**src/rtl/uart_sample_bridge.sv**
```systemverilog
// uart_sample_bridge: assembles received UART bytes into samples for a FIR-style core, narrows
// each core result to a (optionally saturated) bit slice, buffers it in a small FIFO and
// serialises the buffered results back out through the UART transmitter handshake.
module uart_sample_bridge #(
    parameter int unsigned IN_BYTES   = 2,
    parameter int unsigned OUT_W      = 38,
    parameter int unsigned OUT_LSB    = 8,
    parameter int unsigned OUT_BYTES  = 2,
    parameter bit          BIG_ENDIAN = 1'b0,
    parameter bit          SAT        = 1'b0,
    parameter int unsigned FIFO_DEPTH = 4,
    parameter int unsigned RX_TIMEOUT = 0
) (
    input  logic                          clk,
    input  logic                          rst,
    input  logic                          rx_ready,
    input  logic [7:0]                    rx_data,
    output logic [8*IN_BYTES-1:0]         fir_in,
    output logic                          fir_in_valid,
    input  logic [OUT_W-1:0]              fir_out,
    input  logic                          fir_out_valid,
    input  logic                          tx_busy,
    output logic                          tx_start,
    output logic [7:0]                    tx_data,
    output logic [$clog2(FIFO_DEPTH):0]   fifo_count,
    output logic                          overflow
);

    localparam int unsigned IW   = 8 * IN_BYTES;
    localparam int unsigned SW   = 8 * OUT_BYTES;
    localparam int unsigned SMSB = OUT_LSB + SW - 1;
    localparam int unsigned PW   = $clog2(FIFO_DEPTH);
    localparam int unsigned CW   = PW + 1;

    typedef enum logic [1:0] {StIdle, StSend, StHold, StWait} tx_state_e;

    // ------------------------------------------------------------------
    // Receive path
    // ------------------------------------------------------------------
    logic [2:0]    byte_cnt_q, byte_cnt_d;
    logic [IW-1:0] asm_q, asm_d;
    logic [31:0]   idle_q, idle_d;
    logic [IW-1:0] fir_in_q, fir_in_d;
    logic          fir_in_valid_q, fir_in_valid_d;
    logic [2:0]    rx_lane;
    logic [IW-1:0] asm_ins;

    assign rx_lane = BIG_ENDIAN ? (3'(IN_BYTES - 1) - byte_cnt_q) : byte_cnt_q;

    // Byte assembly, sample hand-off and partial-sample timeout.
    always_comb begin
        asm_ins = asm_q;
        for (int unsigned i = 0; i < IN_BYTES; i++) begin
            if (rx_lane == 3'(i)) begin
                asm_ins[8*i +: 8] = rx_data;
            end
        end
        byte_cnt_d     = byte_cnt_q;
        asm_d          = asm_q;
        idle_d         = '0;
        fir_in_d       = fir_in_q;
        fir_in_valid_d = 1'b0;
        if (rx_ready) begin
            // A byte arriving on the expiry cycle wins over the timeout.
            if (byte_cnt_q == 3'(IN_BYTES - 1)) begin
                fir_in_d       = asm_ins;
                fir_in_valid_d = 1'b1;
                byte_cnt_d     = '0;
                asm_d          = '0;
            end else begin
                asm_d      = asm_ins;
                byte_cnt_d = byte_cnt_q + 3'd1;
            end
        end else if ((RX_TIMEOUT != 0) && (byte_cnt_q != '0)) begin
            if (idle_q + 32'd1 >= RX_TIMEOUT) begin
                byte_cnt_d = '0;
                asm_d      = '0;
            end else begin
                idle_d = idle_q + 32'd1;
            end
        end
    end

    // Receive-side registers.
    always_ff @(posedge clk) begin
        if (rst) begin
            byte_cnt_q     <= '0;
            asm_q          <= '0;
            idle_q         <= '0;
            fir_in_q       <= '0;
            fir_in_valid_q <= 1'b0;
        end else begin
            byte_cnt_q     <= byte_cnt_d;
            asm_q          <= asm_d;
            idle_q         <= idle_d;
            fir_in_q       <= fir_in_d;
            fir_in_valid_q <= fir_in_valid_d;
        end
    end

    assign fir_in       = fir_in_q;
    assign fir_in_valid = fir_in_valid_q;

    // ------------------------------------------------------------------
    // Result slice with optional signed saturation
    // ------------------------------------------------------------------
    logic [SW-1:0]        slice;
    logic [OUT_W-1-SMSB:0] upper;
    logic                 unused_fir_out;

    assign upper          = fir_out[OUT_W-1:SMSB];
    // Bits below the slice are intentionally discarded.
    assign unused_fir_out = ^fir_out;

    // Clamp to signed max/min when the discarded upper bits are not a pure sign extension.
    always_comb begin
        slice = fir_out[SMSB:OUT_LSB];
        if (SAT && !((&upper) || !(|upper))) begin
            slice = fir_out[OUT_W-1] ? {1'b1, {(SW-1){1'b0}}} : {1'b0, {(SW-1){1'b1}}};
        end
    end

    // ------------------------------------------------------------------
    // Output FIFO
    // ------------------------------------------------------------------
    logic [SW-1:0] mem_q [FIFO_DEPTH];
    logic [SW-1:0] mem_d [FIFO_DEPTH];
    logic [PW-1:0] wr_ptr_q, wr_ptr_d;
    logic [PW-1:0] rd_ptr_q, rd_ptr_d;
    logic [CW-1:0] count_q, count_d;
    logic          overflow_q, overflow_d;
    logic          fifo_full;
    logic          push;
    logic          pop;
    logic [SW-1:0] rd_data;

    assign fifo_full = (count_q == CW'(FIFO_DEPTH));
    // A full FIFO still accepts a write when the transmitter pops in the same cycle.
    assign push      = fir_out_valid && (!fifo_full || pop);
    assign rd_data   = mem_q[rd_ptr_q];

    // FIFO pointers, occupancy and sticky overflow flag.
    always_comb begin
        mem_d      = mem_q;
        wr_ptr_d   = wr_ptr_q;
        rd_ptr_d   = rd_ptr_q;
        count_d    = count_q;
        overflow_d = overflow_q;
        if (push) begin
            mem_d[wr_ptr_q] = slice;
            wr_ptr_d        = wr_ptr_q + PW'(1);
        end
        if (pop) begin
            rd_ptr_d = rd_ptr_q + PW'(1);
        end
        if (fir_out_valid && !push) begin
            overflow_d = 1'b1;
        end
        case ({push, pop})
            2'b10:   count_d = count_q + CW'(1);
            2'b01:   count_d = count_q - CW'(1);
            default: count_d = count_q;
        endcase
    end

    // FIFO storage and control registers.
    always_ff @(posedge clk) begin
        if (rst) begin
            for (int unsigned i = 0; i < FIFO_DEPTH; i++) begin
                mem_q[i] <= '0;
            end
            wr_ptr_q   <= '0;
            rd_ptr_q   <= '0;
            count_q    <= '0;
            overflow_q <= 1'b0;
        end else begin
            mem_q      <= mem_d;
            wr_ptr_q   <= wr_ptr_d;
            rd_ptr_q   <= rd_ptr_d;
            count_q    <= count_d;
            overflow_q <= overflow_d;
        end
    end

    assign fifo_count = count_q;
    assign overflow   = overflow_q;

    // ------------------------------------------------------------------
    // Transmit FSM
    // ------------------------------------------------------------------
    tx_state_e     state_q, state_d;
    logic [SW-1:0] shift_q, shift_d;
    logic [2:0]    idx_q, idx_d;
    logic          tx_start_q, tx_start_d;
    logic [7:0]    tx_data_q, tx_data_d;
    logic [2:0]    tx_lane;
    logic [2:0]    first_lane;

    assign tx_lane    = BIG_ENDIAN ? (3'(OUT_BYTES - 1) - idx_q) : idx_q;
    assign first_lane = BIG_ENDIAN ? 3'(OUT_BYTES - 1) : 3'd0;

    function automatic logic [7:0] pick_byte(input logic [SW-1:0] word, input logic [2:0] lane);
        logic [7:0] b;
        b = 8'h00;
        for (int unsigned i = 0; i < OUT_BYTES; i++) begin
            if (lane == 3'(i)) begin
                b = word[8*i +: 8];
            end
        end
        return b;
    endfunction

    // Next-state logic; all outputs are registered so tx_start is a clean one-cycle strobe.
    always_comb begin
        state_d    = state_q;
        shift_d    = shift_q;
        idx_d      = idx_q;
        tx_start_d = 1'b0;
        tx_data_d  = tx_data_q;
        pop        = 1'b0;
        case (state_q)
            StIdle: begin
                if (count_q != '0) begin
                    pop     = 1'b1;
                    shift_d = rd_data;
                    idx_d   = '0;
                    // Skip the SEND wait cycle when the transmitter is already free.
                    if (!tx_busy) begin
                        tx_data_d  = pick_byte(rd_data, first_lane);
                        tx_start_d = 1'b1;
                        state_d    = StHold;
                    end else begin
                        state_d = StSend;
                    end
                end
            end
            StSend: begin
                if (!tx_busy) begin
                    tx_data_d  = pick_byte(shift_q, tx_lane);
                    tx_start_d = 1'b1;
                    state_d    = StHold;
                end
            end
            StHold: begin
                state_d = StWait;
            end
            StWait: begin
                if (!tx_busy) begin
                    if (idx_q == 3'(OUT_BYTES - 1)) begin
                        state_d = StIdle;
                    end else begin
                        idx_d   = idx_q + 3'd1;
                        state_d = StSend;
                    end
                end
            end
            default: state_d = StIdle;
        endcase
    end

    // Transmit FSM state and registered outputs.
    always_ff @(posedge clk) begin
        if (rst) begin
            state_q    <= StIdle;
            shift_q    <= '0;
            idx_q      <= '0;
            tx_start_q <= 1'b0;
            tx_data_q  <= '0;
        end else begin
            state_q    <= state_d;
            shift_q    <= shift_d;
            idx_q      <= idx_d;
            tx_start_q <= tx_start_d;
            tx_data_q  <= tx_data_d;
        end
    end

    assign tx_start = tx_start_q;
    assign tx_data  = tx_data_q;

endmodule

```
**config.mk**
```make
export PLATFORM = sky130hd
export DESIGN_NAME = uart_sample_bridge
export DESIGN_NICKNAME = d
export VERILOG_FILES = /design/src/rtl/uart_sample_bridge.sv
export SDC_FILE = /design/constraint.sdc
export NUM_CORES = 1
export LEC_CHECK = 0
export BUFFER_PORTS_ARGS = -buffer_cell sky130_fd_sc_hd__clkbuf_2
export CELL_PAD_IN_SITES_DETAIL_PLACEMENT = 1
export CELL_PAD_IN_SITES_GLOBAL_PLACEMENT = 1
export CORE_MARGIN = 2
export CORE_UTILIZATION = 47
export DETAILED_ROUTE_END_ITERATION = 8
export GPL_ROUTABILITY_DRIVEN = 1
export PLACE_DENSITY = 0.85
export SLEW_MARGIN = 20
export SYNTH_ARGS = -nofsm -noshare
export SYNTH_HDL_FRONTEND = slang
export SYNTH_SLANG_ARGS = --single-unit
```
**constraint.sdc**
```tcl
create_clock -name clk -period 4.9 [get_ports clk]
set_input_delay 0.98 -clock clk [delete_from_list [all_inputs] [get_ports clk]]
set_output_delay 0.98 -clock clk [all_outputs]
set_load 0.1 [all_outputs]
```
# [Word level (Yosys, flattened, before mapping)]
# Cells that the tools add are included.
[totals] reg_bits=138 latchBits=0 ramBits=0 rom_bits=0 input_bits=51 wordCells=94 n_memories=0
[op_classes] addsub=6 multipliers=0 n_div=0 magnitude_cmp=3 eq_ne=13 n_shift=0 muxes=33 bitwise_logic=3 reduce_logical=19
[op_table] cell="$bwmux 64" count=1
[op_table] cell="$mux 16" count=4
[op_table] cell="$mux 8" count=7
[op_table] cell="$bmux 16 s2" count=1
[op_table] cell="$demux 16 s2" count=1
[op_table] cell="$pmux 8 s2" count=1
[op_table] cell="$mux 3" count=4
[op_table] cell="$pmux 3 s2" count=2
[op_table] cell="$ne 2x2->1 const B" count=5
[op_table] cell="$add 3x1->3 const B" count=3
[op_table] cell="$mux 2" count=4
[op_table] cell="$pmux 2 s4" count=1
[op_table] cell="$reduce_and 4->1" count=2
[op_table] cell="$eq 2x2->1 const B" count=3
[op_table] cell="$eq 3x1->1 const B" count=2
[op_table] cell="$ge 3x3->1 const B" count=2
[op_table] cell="$logic_not 3->1" count=2
[op_table] cell="$mux 1" count=6
[op_table] cell="$not 2->3" count=2
[op_table] cell="$reduce_bool 2->1" count=3
[op_table] cell="$add 2x1->2 const B" count=2
[op_table] cell="$eq 2x1->1 const B" count=2
[op_table] cell="$reduce_and 2->1" count=2
[op_table] cell="$eq 3x3->1 const B" count=1
[op_table] cell="other kinds (11)" count=14

# [Logic depth before layout (Yosys ltp)]
[logic_depth] word_depth=7 mapped_depth=12 depth_no_buf=10

# [Least setup slack after synthesis]
# OpenSTA, ideal clock, no wires.
[synth_timing] kind="flip-flop to flip-flop" from="reg count_q[0], in the netlist fifo_count[0]" to="reg count_q[2], in the netlist fifo_count[2]" setup_ns=0.070 arrival_ns=2.968 required_time_ns=4.830 path_slack_ns=1.862 stages_incl_launch_ff=10 period_less_slack_ns=3.038 cell_sequence="dfxtp_1 -> o31ai_1 -> inv_2 -> clkbuf_1 -> ha_1 -> inv_1 -> fa_1 -> xor2_1 -> or3_1 -> a21oi_1"
[synth_between] elab_chain_len=7 word_cells_on_any_way=13 classes_between="add/sub (2); eq/ne (3); mux (3); reduce/logical (5)"
[synth_lines] element="start, declared" line="130" text="logic [CW-1:0] count_q, count_d;"
[synth_lines] element="start signal, assigned" line="180" text="count_q <= count_d;"
[synth_lines] element="$reduce_bool 3->1 *" line="223" text="if (count_q != '0) begin"
[synth_lines] element="$mux 1 *" line="223"
[synth_lines] element="$mux 1 *" line="221" text="case (state_q)"
[synth_lines] element="named net pop" line="134" text="logic pop;"
[synth_lines] element="$logic_or 1x1->1" line="139" text="assign push = fir_out_valid && (!fifo_full || pop);"
[synth_lines] element="$logic_and 1x1->1" line="139"
[synth_lines] element="$eq 2x1->1 or $eq 2x2->1 (tied branches)" line="159" text="case ({push, pop})"
[synth_lines] element="$pmux 3 s2 or $reduce_bool 2->1 (tied branches)"
# The timed path passes the listed nets; every way through them passes the cells marked *.
# A chain may end at the register's enable or synchronous reset.

# [Worst setup path after layout]
[layout_timing] from="reg state_q[0]" to="reg count_q[2], in the netlist fifo_count[2]"
[layout_between] elab_chain_len=6 word_cells_on_any_way=8 classes_between="eq/ne (2); mux (2); reduce/logical (4)"
[layout_lines] element="start, declared" line="191" text="tx_state_e state_q, state_d;"
[layout_lines] element="start signal, assigned" line="264" text="state_q <= StIdle;"
[layout_lines] element="start signal, assigned" line="270" text="state_q <= state_d;"
[layout_lines] element="$logic_not 2->1 *" line="221"
[layout_lines] element="$mux 1 *" line="221"
[layout_lines] element="$logic_or 1x1->1" line="139"
[layout_lines] element="$logic_and 1x1->1" line="139"
[layout_lines] element="$eq 2x1->1 or $eq 2x2->1 (tied branches)" line="159"
[layout_lines] element="$pmux 3 s2 or $reduce_bool 2->1 (tied branches)"
# Every way passes the cells marked *; elsewhere a longest branch is shown, timed or not.

==> impl_metrics.py <==
metrics = {
    "timing": {
        "rsz0062_at_grt": "false",
        "maxClockFrequency_mhz": 321,
        "skew_ps": 8.35,
        "final_period_minus_worst_setup_slack_ps": 3110,
        "final.period_utilization_pct": 63.5,
        "setup_viol": 0,
        "worst_slack_ps": 1790,
        "timing_hold_violations_final": 0,
        "final-max-slew-violation-count": 0,
        "sum_of_negative_setup_slack_ps": 0,
        "tightest_slew_ps": 1010,
        "relSlewSlack_pct": 32.7,
    },
    "cells_and_area": {
        "drive_above_1_share_pct": 17.6,
        "final_cells": 785,
        "nNetsFinal": 695,
        "final_core_utilization_pct": 56.1,
        "area.growth.synth_to_final_pct": 15.3,
        "layout_common_cells": "sky130_fd_sc_hd__dfxtp_1 (130), sky130_fd_sc_hd__nand2_1 (90), sky130_fd_sc_hd__nor2_1 (87), sky130_fd_sc_hd__mux2i_1 (65), sky130_fd_sc_hd__clkbuf_2 (57)",
        "fillCellCount": 1305,
        "num_antenna_cells": 0,
        "commonest_non_fill_non_tap_cell_in_the_layout": "sky130_fd_sc_hd__dfxtp_1",
    },
    "placed_design": {
        "placement.setup.worst_slack_ps": 1800,
        "gpl.final_weighted_congestion": 0.774,
        "place.detailed.hpwl_mm": 9.09,
        "buffer_ports.inserted": 58,
        "inst_count_dp": 755,
    },
    "logic_synthesis": {
        "synth_area_leaders": "sky130_fd_sc_hd__dfxtp_1 (46%), sky130_fd_sc_hd__mux2i_1 (12%), sky130_fd_sc_hd__mux4_2 (6.4%)",
        "synth_warnings": 0,
        "synth-seq-area-share_pct": 46.5,
        "yosys.area.top_type": "sky130_fd_sc_hd__dfxtp_1",
        "syn-num-nets": 653,
        "synthDistinctLibCells": 40,
        "avgSynthCellArea_sq_um": 9.51,
        "ys_seq_elements": 130,
        "synth_top_area_share_pct": 46.5,
        "synth.cell_area_sq_mm": 0.00560,
        "synthesis.instances": 589,
    },
    "critical_path": {
        "worstSetupStartpointType": "flop",
        "timing.critical_path.required_ps": 5250,
        "worst_ep_arrival_time_ps": 3460,
        "crit_path_cell_trace": "inv_1 > ha_1 > or4b_1 > nand2_1 > ha_1 > inv_1 > fa_1 > xor2_1 > or3_1 > a21oi_1",
        "r2r_slack_ps": 1790,
        "critical_path.endpoint_type": "flop",
        "critical-path-max-stage-delay_ps": 750,
        "path_max_fanout": 10,
        "timing_worst_setup_path_type": "reg2reg",
        "slowest_stage_cell_crit_path": "sky130_fd_sc_hd__or4b_1",
    },
    "power": {
        "comb_power_share_pct": 29.0,
        "clockPowerShare_pct": 35.4,
        "p_leak_nw": 2.84,
        "peakVddDrop_mv": 0.278,
        "p_int_mw": 2.26,
        "p_sw_share_pct": 36.2,
        "power_frac_seq_pct": 35.6,
        "switching_power_total_mw": 1.28,
        "power-per-cell-area_mw_per_mm2": 548,
    },
    "floorplanning": {
        "die_height_microns": 113,
        "die_w_microns": 113,
        "core.rowCount": 39,
        "die-area_sq_mm": 0.0128,
        "initial_core_util_pct": 48.6,
        "top_level_ports": 81,
        "core-area_sq_mm": 0.0115,
    },
    "grt": {
        "grt_overflow": 0,
        "grt_pass1_vias": 4674,
        "antenna_found_initial": 0,
        "wire_length_of_the_first_global_routing_pass_mm": 24.2,
        "largest_net_degree_at_the_start_of_global_routing": 80,
        "grt_use_total_pct": 24.3,
    },
    "run_status": {
        "run_status": "finished with violations",
        "failed_checks": "DRC",
    },
    "cts": {
        "ctsHoldBuffers": 0,
        "post_cts.resized_instances": 0,
        "cts.root.buffer_cell": "sky130_fd_sc_hd__clkbuf_16",
        "insertion_delay_ps": 430,
        "cts.reportedPaths.clkPinSlew_ps": 50,
        "cts.repair_timing.setup_buffer_count": 0,
        "clock_tree.buffer_depth": 2,
        "htree_num_levels": 4,
        "tritoncts_num_sinks": 130,
        "tritoncts.num_buffers": 17,
        "tritoncts": "built",
    },
    "routing": {
        "routed-via-count": 4405,
        "first_pass_iters": 7,
        "drt_drc_violations_left": 5,
        "drt_iter0_markers": 200,
        "detail_route.wl_per_cell_microns": 18.8,
        "ant_nets": 0,
        "detail_route.wirelength_mm": 14.8,
        "viasPerCell": 5.61,
    },
    "min_path": {
        "hp-class": "reg2reg",
    },
    "flow_run": {
        "cap_viol_max_count": 0,
    },
}
## metrics by stage
stage | cell area, sq um | total power, mW | hold slack, ps
after floorplan | 5600 | 2.09 | 432
after global placement | 5870 | 2.25 | 442
after detailed placement | 5870 | 2.29 | 448
after CTS | 6450 | 3.56 | 452
after global routing | 6460 | 3.69 | 478
final | 6460 | 3.54 | 451
## cell type report
class / count / area (sq um) / share of cell area (%)
Clock buffer: 25 / 505 / 7.83
Clock inverter: 5 / 75.1 / 1.16
Inverter: 13 / 48.8 / 0.756
Multi-Input combinational cell: 408 / 2730 / 42.3
Sequential cell: 130 / 2600 / 40.3
Tap cell: 143 / 179 / 2.77
Timing Repair Buffer: 61 / 315 / 4.88
## sequential cells by signal (all words and copies together) (netlist names), 2 cells and up
name / cells
idx_q: 3
shift_q: 16
tx_data: 8
state_q: 2
mem_q: 64
wr_ptr_q: 2
rd_ptr_q: 2
fifo_count: 3
byte_cnt_q: 3
fir_in: 16
asm_q: 8
## power groups by stage
stage	clock, mW	combinational (mW)	sequential [mW]
4_1_cts	1.27	1.03	1.26
3_5_place_dp	0	1.01	1.28
5_1_grt	1.32	1.10	1.28
3_3_place_gp	0	0.979	1.27
2_1_floorplan	0	0.517	1.57
6_report	1.25	1.02	1.26
## critical path, delay by kind of cell, from the launching register on
family | cells | cell delay, ps
buffers and inverters | 2 | 140
flip-flops | 1 | 380
adder cells (fa/ha/maj) | 3 | 900
XOR/XNOR | 1 | 160
AND/OR/NAND/NOR | 3 | 1320
AO/OA/AOI/OAI | 1 | 140
## worst paths after layout
check        startpoint             to  depth (start not counted)
max          state_q[0]  fifo_count[2]                         10
min            asm_q[0]      fir_in[0]                          2
max reg2reg  state_q[0]  fifo_count[2]                         10
min reg2reg    asm_q[0]      fir_in[0]                          2
## per-layer routing
layer,part of all wire [%],GRT usage (%)
met5,0,0
met4,2.7,10.6
met2,50,40.9
met3,3.6,6.21
met1,44,29.5
## kinds of logic after synthesis
logic type,synth area share (%)
AOI/OAI and AO/OA,6.46
xor gates and xnor gates,1.09
adders and majority gates,3.04
buffers and inverters,4.98
DFF,46.5
muxes,18.1
and+or+nand+nor,19.9
## cell usage after synthesis
master	count
sky130_fd_sc_hd__o21a_1	1
sky130_fd_sc_hd__fa_1	1
sky130_fd_sc_hd__mux2i_1	65
sky130_fd_sc_hd__o31ai_1	2
sky130_fd_sc_hd__ha_1	12
sky130_fd_sc_hd__o21ai_0	3
sky130_fd_sc_hd__nand2b_1	4
sky130_fd_sc_hd__nand4_1	1
sky130_fd_sc_hd__nand3_4	4
sky130_fd_sc_hd__buf_1	2
sky130_fd_sc_hd__xor2_1	4
sky130_fd_sc_hd__or4b_2	1
sky130_fd_sc_hd__nand2_1	90
sky130_fd_sc_hd__nor3_1	17
sky130_fd_sc_hd__clkbuf_2	1
sky130_fd_sc_hd__nor2b_1	8
sky130_fd_sc_hd__buf_6	2
sky130_fd_sc_hd__or4b_1	1
sky130_fd_sc_hd__o22ai_1	1
sky130_fd_sc_hd__buf_2	5
sky130_fd_sc_hd__or3_1	3
sky130_fd_sc_hd__nor3b_1	1
sky130_fd_sc_hd__nor4b_1	1
sky130_fd_sc_hd__dfxtp_1	130
sky130_fd_sc_hd__and2_1	1
sky130_fd_sc_hd__nand3b_1	17
sky130_fd_sc_hd__nand3_1	3
sky130_fd_sc_hd__a21oi_1	55
sky130_fd_sc_hd__inv_2	1
sky130_fd_sc_hd__o32ai_1	1
sky130_fd_sc_hd__inv_1	12
sky130_fd_sc_hd__clkbuf_1	24
sky130_fd_sc_hd__o2111ai_1	1
sky130_fd_sc_hd__mux4_2	16
sky130_fd_sc_hd__a211o_2	1
sky130_fd_sc_hd__nor2_1	87
sky130_fd_sc_hd__a211oi_1	2
sky130_fd_sc_hd__xnor2_1	3
sky130_fd_sc_hd__nor3_2	1
sky130_fd_sc_hd__buf_12	4
Note: power is estimated with default switching activity, not from simulation.
